--- src/rtl/act_unpack_serializer.sv ---
// Unpacks a NUM-lane packed activation frame and streams it out one lane per beat, lane 0 first.
// Optional frame counter output enabled by defining ACT_UNPACK_FRAME_CNT_EN.
module act_unpack_serializer #(
  parameter int NUM           = 4,
  parameter int WIDTH         = 16,
  parameter int DECIMAL_POINT = 14
) (
  input  logic                   clk,
  input  logic                   rst,
  input  logic [NUM*WIDTH-1:0]   in_signal,
  input  logic                   in_valid,
  output logic                   in_ready,
  output logic [WIDTH-1:0]       out_data,
  output logic                   out_valid,
  input  logic                   out_ready,
  output logic                   out_last,
  output logic                   out_ge_one
`ifdef ACT_UNPACK_FRAME_CNT_EN
  ,
  output logic [15:0]            frame_cnt
`endif
);

  localparam int IW = (NUM > 1) ? $clog2(NUM) : 1;
  localparam logic [WIDTH:0] ONE = (WIDTH + 1)'(1) << DECIMAL_POINT;

  typedef enum logic {IDLE, SEND} state_t;

  state_t                 r_state;
  state_t                 w_state_nxt;
  logic [NUM*WIDTH-1:0]   r_hold;
  logic [IW-1:0]          r_idx;
  logic [WIDTH-1:0]       w_lane;
  logic                   w_last_idx;
  logic                   w_take;
  logic                   w_xfer;

  always_comb begin
    w_lane = '0;
    for (int unsigned k = 0; k < NUM; k++) begin
      if (r_idx == IW'(k)) w_lane = r_hold[(NUM-1-k)*WIDTH +: WIDTH];
    end
  end

  assign w_last_idx = (r_idx == IW'(NUM - 1));
  assign out_valid  = (r_state == SEND);
  assign out_data   = out_valid ? w_lane : '0;
  assign out_last   = out_valid && w_last_idx;
  // Sign-extend by one bit so 1.0 is representable even when DECIMAL_POINT = WIDTH-1.
  assign out_ge_one = out_valid && ($signed({out_data[WIDTH-1], out_data}) >= $signed(ONE));
  assign w_xfer     = out_valid && out_ready;
  assign in_ready   = rst && ((r_state == IDLE) || (w_xfer && out_last));
  assign w_take     = in_valid && in_ready;

  always_comb begin
    w_state_nxt = r_state;
    case (r_state)
      IDLE:    if (w_take) w_state_nxt = SEND;
      SEND:    if (w_xfer && out_last && !w_take) w_state_nxt = IDLE;
      default: w_state_nxt = IDLE;
    endcase
  end

  always_ff @(posedge clk) begin
    if (!rst) begin
      r_state <= IDLE;
      r_hold  <= '0;
      r_idx   <= '0;
    end else begin
      r_state <= w_state_nxt;
      if (w_take) begin
        r_hold <= in_signal;
        r_idx  <= '0;
      end else if (w_xfer) begin
        r_idx <= w_last_idx ? '0 : r_idx + IW'(1);
      end
    end
  end

`ifdef ACT_UNPACK_FRAME_CNT_EN
  always_ff @(posedge clk) begin
    if (!rst)                    frame_cnt <= '0;
    else if (w_xfer && out_last) frame_cnt <= frame_cnt + 16'd1;
  end
`endif

endmodule
--- config.mk ---
export PLATFORM = sky130hd
export DESIGN_NAME = act_unpack_serializer
export DESIGN_NICKNAME = d
export VERILOG_FILES = /design/src/rtl/act_unpack_serializer.sv
export SDC_FILE = /design/constraint.sdc
export NUM_CORES = 1
export LEC_CHECK = 0
export ABC_CLOCK_PERIOD_IN_PS = 2270
export CAP_MARGIN = 10
export CORE_UTILIZATION = 25
export CTS_BUF_LIST = sky130_fd_sc_hd__clkbuf_2
export CTS_CLUSTER_SIZE = 8
export DETAILED_ROUTE_END_ITERATION = 16
export SLEW_MARGIN = 20
export SYNTH_ARGS = -nofsm -noshare
export SYNTH_HDL_FRONTEND = slang
export SYNTH_SLANG_ARGS = --single-unit
--- constraint.sdc ---
create_clock -name clk -period 2.27 [get_ports clk]
set_input_delay 0.681 -clock clk [delete_from_list [all_inputs] [get_ports clk]]
set_output_delay 0.681 -clock clk [all_outputs]
set_load 0.01 [all_outputs]
==> results of run 1 <==
-- layout make-up --
type | instances | area (um2) | share of cell area
Inverter | 3 | 11.3 | 0.00231
Sequential cell | 67 | 1350 | 0.277
Multi-Input combinational cell | 293 | 1910 | 0.393
Clock buffer | 13 | 65.1 | 0.0134
Tap cell | 147 | 184 | 0.0378
Clock inverter | 3 | 38.8 | 0.00796
Timing Repair Buffer | 131 | 1310 | 0.269
-- critical path: stages (launching register included) --
cell      delay, ps
dfxtp_2         370
buf_6           120
ha_4            200
nor2b_4         220
buf_4           170
buf_6           100
a221oi_4         50
o31ai_1         170
and2_1          150
buf_2           120
-- metal layers --
metal	vias to the layer above	wire, um
met3	7	758
met2	100	4860
li1	1547	-
met4	0	68
met5	-	0
met1	1357	4710
-- state kept, by name, indices dropped and copies added, names as in the netlist --
signal,flops
r_hold,64
r_idx,2
out_valid,1
-- power by group through the flow --
| stage | Clock (mW) | Sequential [mW] | Combinational (mW) |
|---|---|---|---|
| after floorplan | 0 | 1.31 | 0.199 |
| after global placement | 0 | 1.34 | 0.413 |
| after detailed placement | 0 | 1.34 | 0.420 |
| after CTS | 0.701 | 1.33 | 0.493 |
| after global routing | 0.752 | 1.35 | 0.566 |
| final | 0.674 | 1.34 | 0.526 |
-- logic make-up (layout without fill, tap and decap cells) --
family,count (synthesis),after routing,synth area share
adders and majority gates,4,4,0.0163
muxes,1,1,0.00326
buffers and inverters,37,150,0.0608
and+or+nand+nor,189,190,0.278
DFF,67,67,0.437
AOI/OAI and AO/OA,98,98,0.205
-- repair_timing --
action,CTS,global route
endpoints found under the setup margin,20,20
cloned,5,0
setup buffers,19,4
hold buffers,0,0
pin swaps,36,6
resized for setup,146,16
-- Yosys cell counts, drive strengths merged (3+ instances only) --
cell | count | area share
buf | 17 | 0.036
nand2 | 146 | 0.19
o21ai | 64 | 0.11
a221oi | 15 | 0.043
ha | 4 | 0.016
clkbuf | 17 | 0.021
nor2b | 16 | 0.033
o31ai | 14 | 0.034
and2 | 15 | 0.031
inv | 3 | 0.0037
dfxtp | 67 | 0.44
nor2 | 3 | 0.0037
nand2b | 3 | 0.0061
-- final timing paths --
check,startpoint,to,slack (ps),cells past startpoint
worst max-delay path,r_idx[0],out_data[9],-590,9
worst min-delay path,r_hold[31],r_hold[31],460,2
worst max register to register,r_idx[0],r_hold[14],270,10
worst min register to register,r_hold[31],r_hold[31],460,2
-- stage by stage --
step	utilization	area, um2	setup slack, ps	TNS (ps)	hold slack, ps
3_5_place_dp	0.351	4210	-768	-11830	444
4_1_cts	0.396	4750	-589	-9740	464
3_3_place_gp	0.351	4210	-713	-11040	435
6_report	0.406	4870	-586	-9010	463
2_1_floorplan	-	3070	19.6	0	423
5_1_grt	0.406	4870	-707	-11370	479
==> results.md, run 1 <==
* Status: complete, but fails checks
* Failing checks: negative setup slack
* PortBufs at 87
* Vias per inst at 4.58
* Final net count at 577
* Post-Place Cells at 623
* Setup CP Type: flip-flop to output pin
* Internal Pwr Total at 1.83 mW
* Asr flop ratio synth at 0
* CTS tree: done
* Syn Nets at 468
* Critical Path AT at 2170 ps
* Final worst-path cycle share at 1.26
* WL final at 10400 um
* CTS root buf: clkbuf_2
* First-pass GRT wire length at 15700 um
* Clk sink count at 67
* Grt met3 use at 0.0552
* Vias in the first global route at 2957
* DR pass1 iterations at 5
* Post-synthesis sequential area ratio at 0.437
* # diodes at 0
* H-Tree Depth at 3
* Clk Latency, worst-skew pair at 510 ps
* Fill cells at 1195
* Slew HR at 0.553
* Post-DRT Antenna Nets at 0
* Final Wtd Congestion at 0.833
* Post-synth EDFFs at 0
* Syn Inst Count at 396
* MaxCap Viol Count at 0
* Layout cells sized above 1 at 0.275
* Gr ovfl total at 0
* I/O Pins at 88
* Vias at 3011
* Avg Cell Area, Syn at 7.75 um2
* Routed length per placed instance at 15.8 um
* Core area at 0.0120 mm2
* DP HPWL at 6830 um
* Cts bufs inserted at 9
* Number of synthesis warnings at 0
* Final Total Pwr at 2.54 mW
* Most frequent cells in the layout: nand2_1 (135), clkdlybuf4s50_1 (67), dfxtp_1 (64)
* Antenna violations before repair at 0
* Cell area after synthesis at 0.00307 mm2
* Met1 usage at 0.210
* DIE AREA at 0.0127 mm2
* Actual slew at the worst max-slew pin at 670 ps
* Leading cell type in the layout, fill and taps excluded: nand2_1
* HP Class: flip-flop to flip-flop
* Site Rows at 40
* Critical Path Fanout Max at 5
* Critical Path End Type: output pin
* Final setup violation count at 19
* Setup WS post-layout at -586 ps
* Net Sw Frac at 0.281
* Clock Path Buffers at 2
* Critical Path RT at 1590 ps
* Register share of total power at 0.528
* Initial DRC Count at 164
* Grt peak-use layer: met2
* Final hold violations at 0
* Max VDD drop at 327 uV
* Unique masters post-synth at 32
* Die width at 113 um
* Max Slew Vio Count at 0
* Finished Layout Cells at 657
* Comb pwr share at 0.207
* Leak pwr at 1.87 nW
* GR Util All Layers at 0.163
* Worst Setup Start Kind: flip-flop
* Clock-pin slew on the worst setup and hold paths at 170 ps
* Flops & latches, synth at 67
* FMAX at 0.350 GHz
* Min cycle time layout at 2860 ps
* Power per cell area at 522 mW/mm2
* Synthesis-to-layout area growth at 58.8%
* RSZ-0062 raised after global routing: true
* Clock skew at 21.1 ps
* Power share of the clock group at 0.265
* Chip height at 113 um
* Synth Flop Type: dfxtp_1
* Largest net degree at the start of global routing at 68
* M2 GR Usage at 0.262
* Sw Pwr at 0.713 mW
* Initial Util at 0.255
* DRC Markers at 0
Note: power is estimated with default switching activity, not from simulation.
==> run 2, diff against run 1 <==
CORE_MARGIN = 5   (was unset)
==> results.md, run 2 (synthesis results as in run 1) <==
* Status: complete, but fails checks (unchanged)
* Failing checks: negative setup slack (unchanged)
* Final hold violations at 0 (unchanged)
* Max reg flops at 64 (unchanged)
* DP HPWL at 7190 um (was 6830 um)
* CTS tree: done (unchanged)
* GR Util All Layers at 0.146 (was 0.163)
* Cell-by-cell trace of the critical path: buf_6 -> ha_4 -> nor2b_4 -> buf_4 -> a221oi_2 -> o31ai_1 -> and2_1 -> buf_2 (was buf_6 -> ha_4 -> nor2b_4 -> buf_4 -> buf_6 -> a221oi_4 -> o31ai_1 -> and2_1 -> buf_2)
* CTS root buf: clkbuf_2 (unchanged)
* RR Endpoint: r_hold[12] (was r_hold[14])
* PortBufs at 87 (unchanged)
* Vias in the first global route at 3080 (was 2957)
* Site Rows at 40 (unchanged)
* Final setup violation count at 19 (unchanged)
* Critical Path AT at 2180 ps (was 2170 ps)
* Antenna violations before repair at 0 (unchanged)
* MaxCap Viol Count at 0 (unchanged)
* Clk Latency, worst-skew pair at 520 ps (was 510 ps)
* Slew HR at 0.557 (was 0.553)
* Leak pwr at 1.78 nW (was 1.87 nW)
* Initial DRC Count at 213 (was 164)
* Clock-pin slew on the worst setup and hold paths at 200 ps (was 170 ps)
* Final Wtd Congestion at 0.807 (was 0.833)
* H-Tree Depth at 3 (unchanged)
* Worst hold endpoint: r_hold[22] (was r_hold[31])
* Max Slew Vio Count at 0 (unchanged)
* # diodes at 0 (unchanged)
* Largest net degree at the start of global routing at 68 (unchanged)
* Critical Path RT at 1590 ps (about the same)
* Finished Layout Cells at 652 (was 657)
* Die width at 121 um (was 113 um)
* R2R setup slack at 330 ps (was 270 ps)
* Clock Path Buffers at 2 (unchanged)
* Final instance area at 0.00471 mm2 (was 0.00487 mm2)
* DRC Markers at 0 (unchanged)
* Clock skew at 19.6 ps (was 21.1 ps)
* Final net count at 572 (was 577)
* Synthesis-to-layout area growth at 53.5% (was 58.8%)
* Hold path start: r_hold[22] (was r_hold[31])
* Routed length per placed instance at 16.2 um (was 15.8 um)
* Core area at 0.0120 mm2 (unchanged)
* Gr ovfl total at 0 (unchanged)
* DR pass1 iterations at 4 (was 5)
* Max stage delay on crit path at 370 ps (about the same)
* HP Class: flip-flop to flip-flop (unchanged)
* Post-Place Cells at 624 (was 623)
* Vias per inst at 4.68 (was 4.58)
* Max VDD drop at 267 uV (was 327 uV)
* Vias at 3052 (was 3011)
* Post-DRT Antenna Nets at 0 (unchanged)
* Layout cells sized above 1 at 0.250 (was 0.275)
* RR Startpoint: r_idx[0] (unchanged)
* Final worst-path cycle share at 1.26 (about the same)
* Critical Path Fanout Max at 4 (was 5)
* Setup CP Type: flip-flop to output pin (unchanged)
* Worst-case reg-to-reg path depth at 9 (was 10)
* Hold Path Stages at 2 (unchanged)
* Cts bufs inserted at 9 (unchanged)
* Most frequent cells in the layout: nand2_1 (136), clkdlybuf4s50_1 (67), dfxtp_1 (64) (was nand2_1 (135), clkdlybuf4s50_1 (67), dfxtp_1 (64))
* Pre-CTS WS at -746 ps (was -768 ps)
* Chip height at 121 um (was 113 um)
* FMAX at 0.350 GHz (about the same)
* RSZ-0062 raised after global routing: true (unchanged)
* First-pass GRT wire length at 16400 um (was 15700 um)
* Hold-fix buffers, CTS at 0 (unchanged)
* DIE AREA at 0.0146 mm2 (was 0.0127 mm2)
* Initial Util at 0.255 (unchanged)
* Critical Path End Type: output pin (unchanged)
* Clk sink count at 67 (unchanged)
* Worst Setup Start Kind: flip-flop (unchanged)
* Actual slew at the worst max-slew pin at 665 ps (was 670 ps)
* Setup WS post-layout at -590 ps (was -586 ps)
* Most flops, register: r_hold (unchanged)
* Min cycle time layout at 2860 ps (about the same)
* WL final at 10600 um (was 10400 um)
* I/O Pins at 88 (unchanged)
* Leading cell type in the layout, fill and taps excluded: nand2_1 (unchanged)
* Critical-path top delay cell: dfxtp_2 (unchanged)
* Power per cell area at 539 mW/mm2 (was 522 mW/mm2)
* Area after DPL at 0.00422 mm2 (was 0.00421 mm2)
==> run 2: changes by cell type in the layout (fill, tap and decap cells not counted), moves of 3 or more <==
cell,delta
buf_6,-7
o31ai_2,-5
a221oi_2,+4
a221oi_4,-4
clkbuf_2,-4
clkinvlp_4,+4
nor2b_1,+4
nor2b_4,-4
o31ai_1,+4
buf_4,+3
==> run 2: per-layer routing <==
layer	GRT usage	wire (um)	up-vias
met2	0.224	4690	110
li1	-	-	1534
met5	0	0	-
met4	0.0616	303	0
met3	0.0402	813	22
met1	0.192	4770	1386
==> run 2: final cells by class <==
| class | count | area (um2) |
|---|---|---|
| clock inverter | 7 | 68.8 |
| tap | 147 | 184 |
| fill | 1216 | 7300 |
| timing repair buffer | 126 | 1220 |
| inverter | 3 | 11.3 |
| sequential | 67 | 1350 |
| multi-input combinational | 293 | 1830 |
| clock buffer | 9 | 45.0 |
==> run 2: stage by stage <==
stage / hold slack, ps / TNS, ps / total power, mW / utilization
2_1_floorplan: 423 / 0 / 1.51 / -
3_3_place_gp: 441 / -11760 / 1.76 / 0.351
3_5_place_dp: 452 / -12970 / 1.76 / 0.351
4_1_cts: 477 / -9060 / 2.54 / 0.385
5_1_grt: 492 / -11310 / 2.67 / 0.392
6_report: 472 / -9050 / 2.54 / 0.392
==> run 2: how the worst max path moves through the flow <==
stage             start      endpoint  slack, ps  cells after the start
2_1_floorplan  r_idx[1]    out_ge_one         20                      8
3_3_place_gp   r_idx[1]   out_data[9]       -700                      8
3_5_place_dp   r_idx[0]   out_data[1]       -750                      8
4_1_cts        r_idx[0]   out_data[1]       -580                      9
5_1_grt        r_idx[0]  out_data[12]       -680                      8
6_report       r_idx[0]  out_data[12]       -590                      8
==> run 2: worst max-delay path, delay by kind of cell, from the launching register on <==
kind / cells / cell delay (ps)
buf+inv: 3 / 400
flops: 1 / 370
simple gates: 2 / 370
compound gates: 2 / 350
fa+ha+maj: 1 / 190
==> run 2: where the power goes <==
group	internal, mW	total (mW)	switching, mW
Clock	0.246	0.698	0.452
Sequential	1.26	1.33	0.0738
Combinational	0.290	0.510	0.220
Total	1.80	2.54	0.746
==> run 2: timing repair <==
| item | 4_1_cts | 5_1_grt |
|---|---|---|
| endpoints found under the hold margin | 0 | 0 |
| pin swaps | 36 | 13 |
| gates resized for setup | 126 | 12 |
| setup endpoints to repair | 20 | 20 |
| setup buffers | 14 | 5 |
| cloned | 3 | 0 |
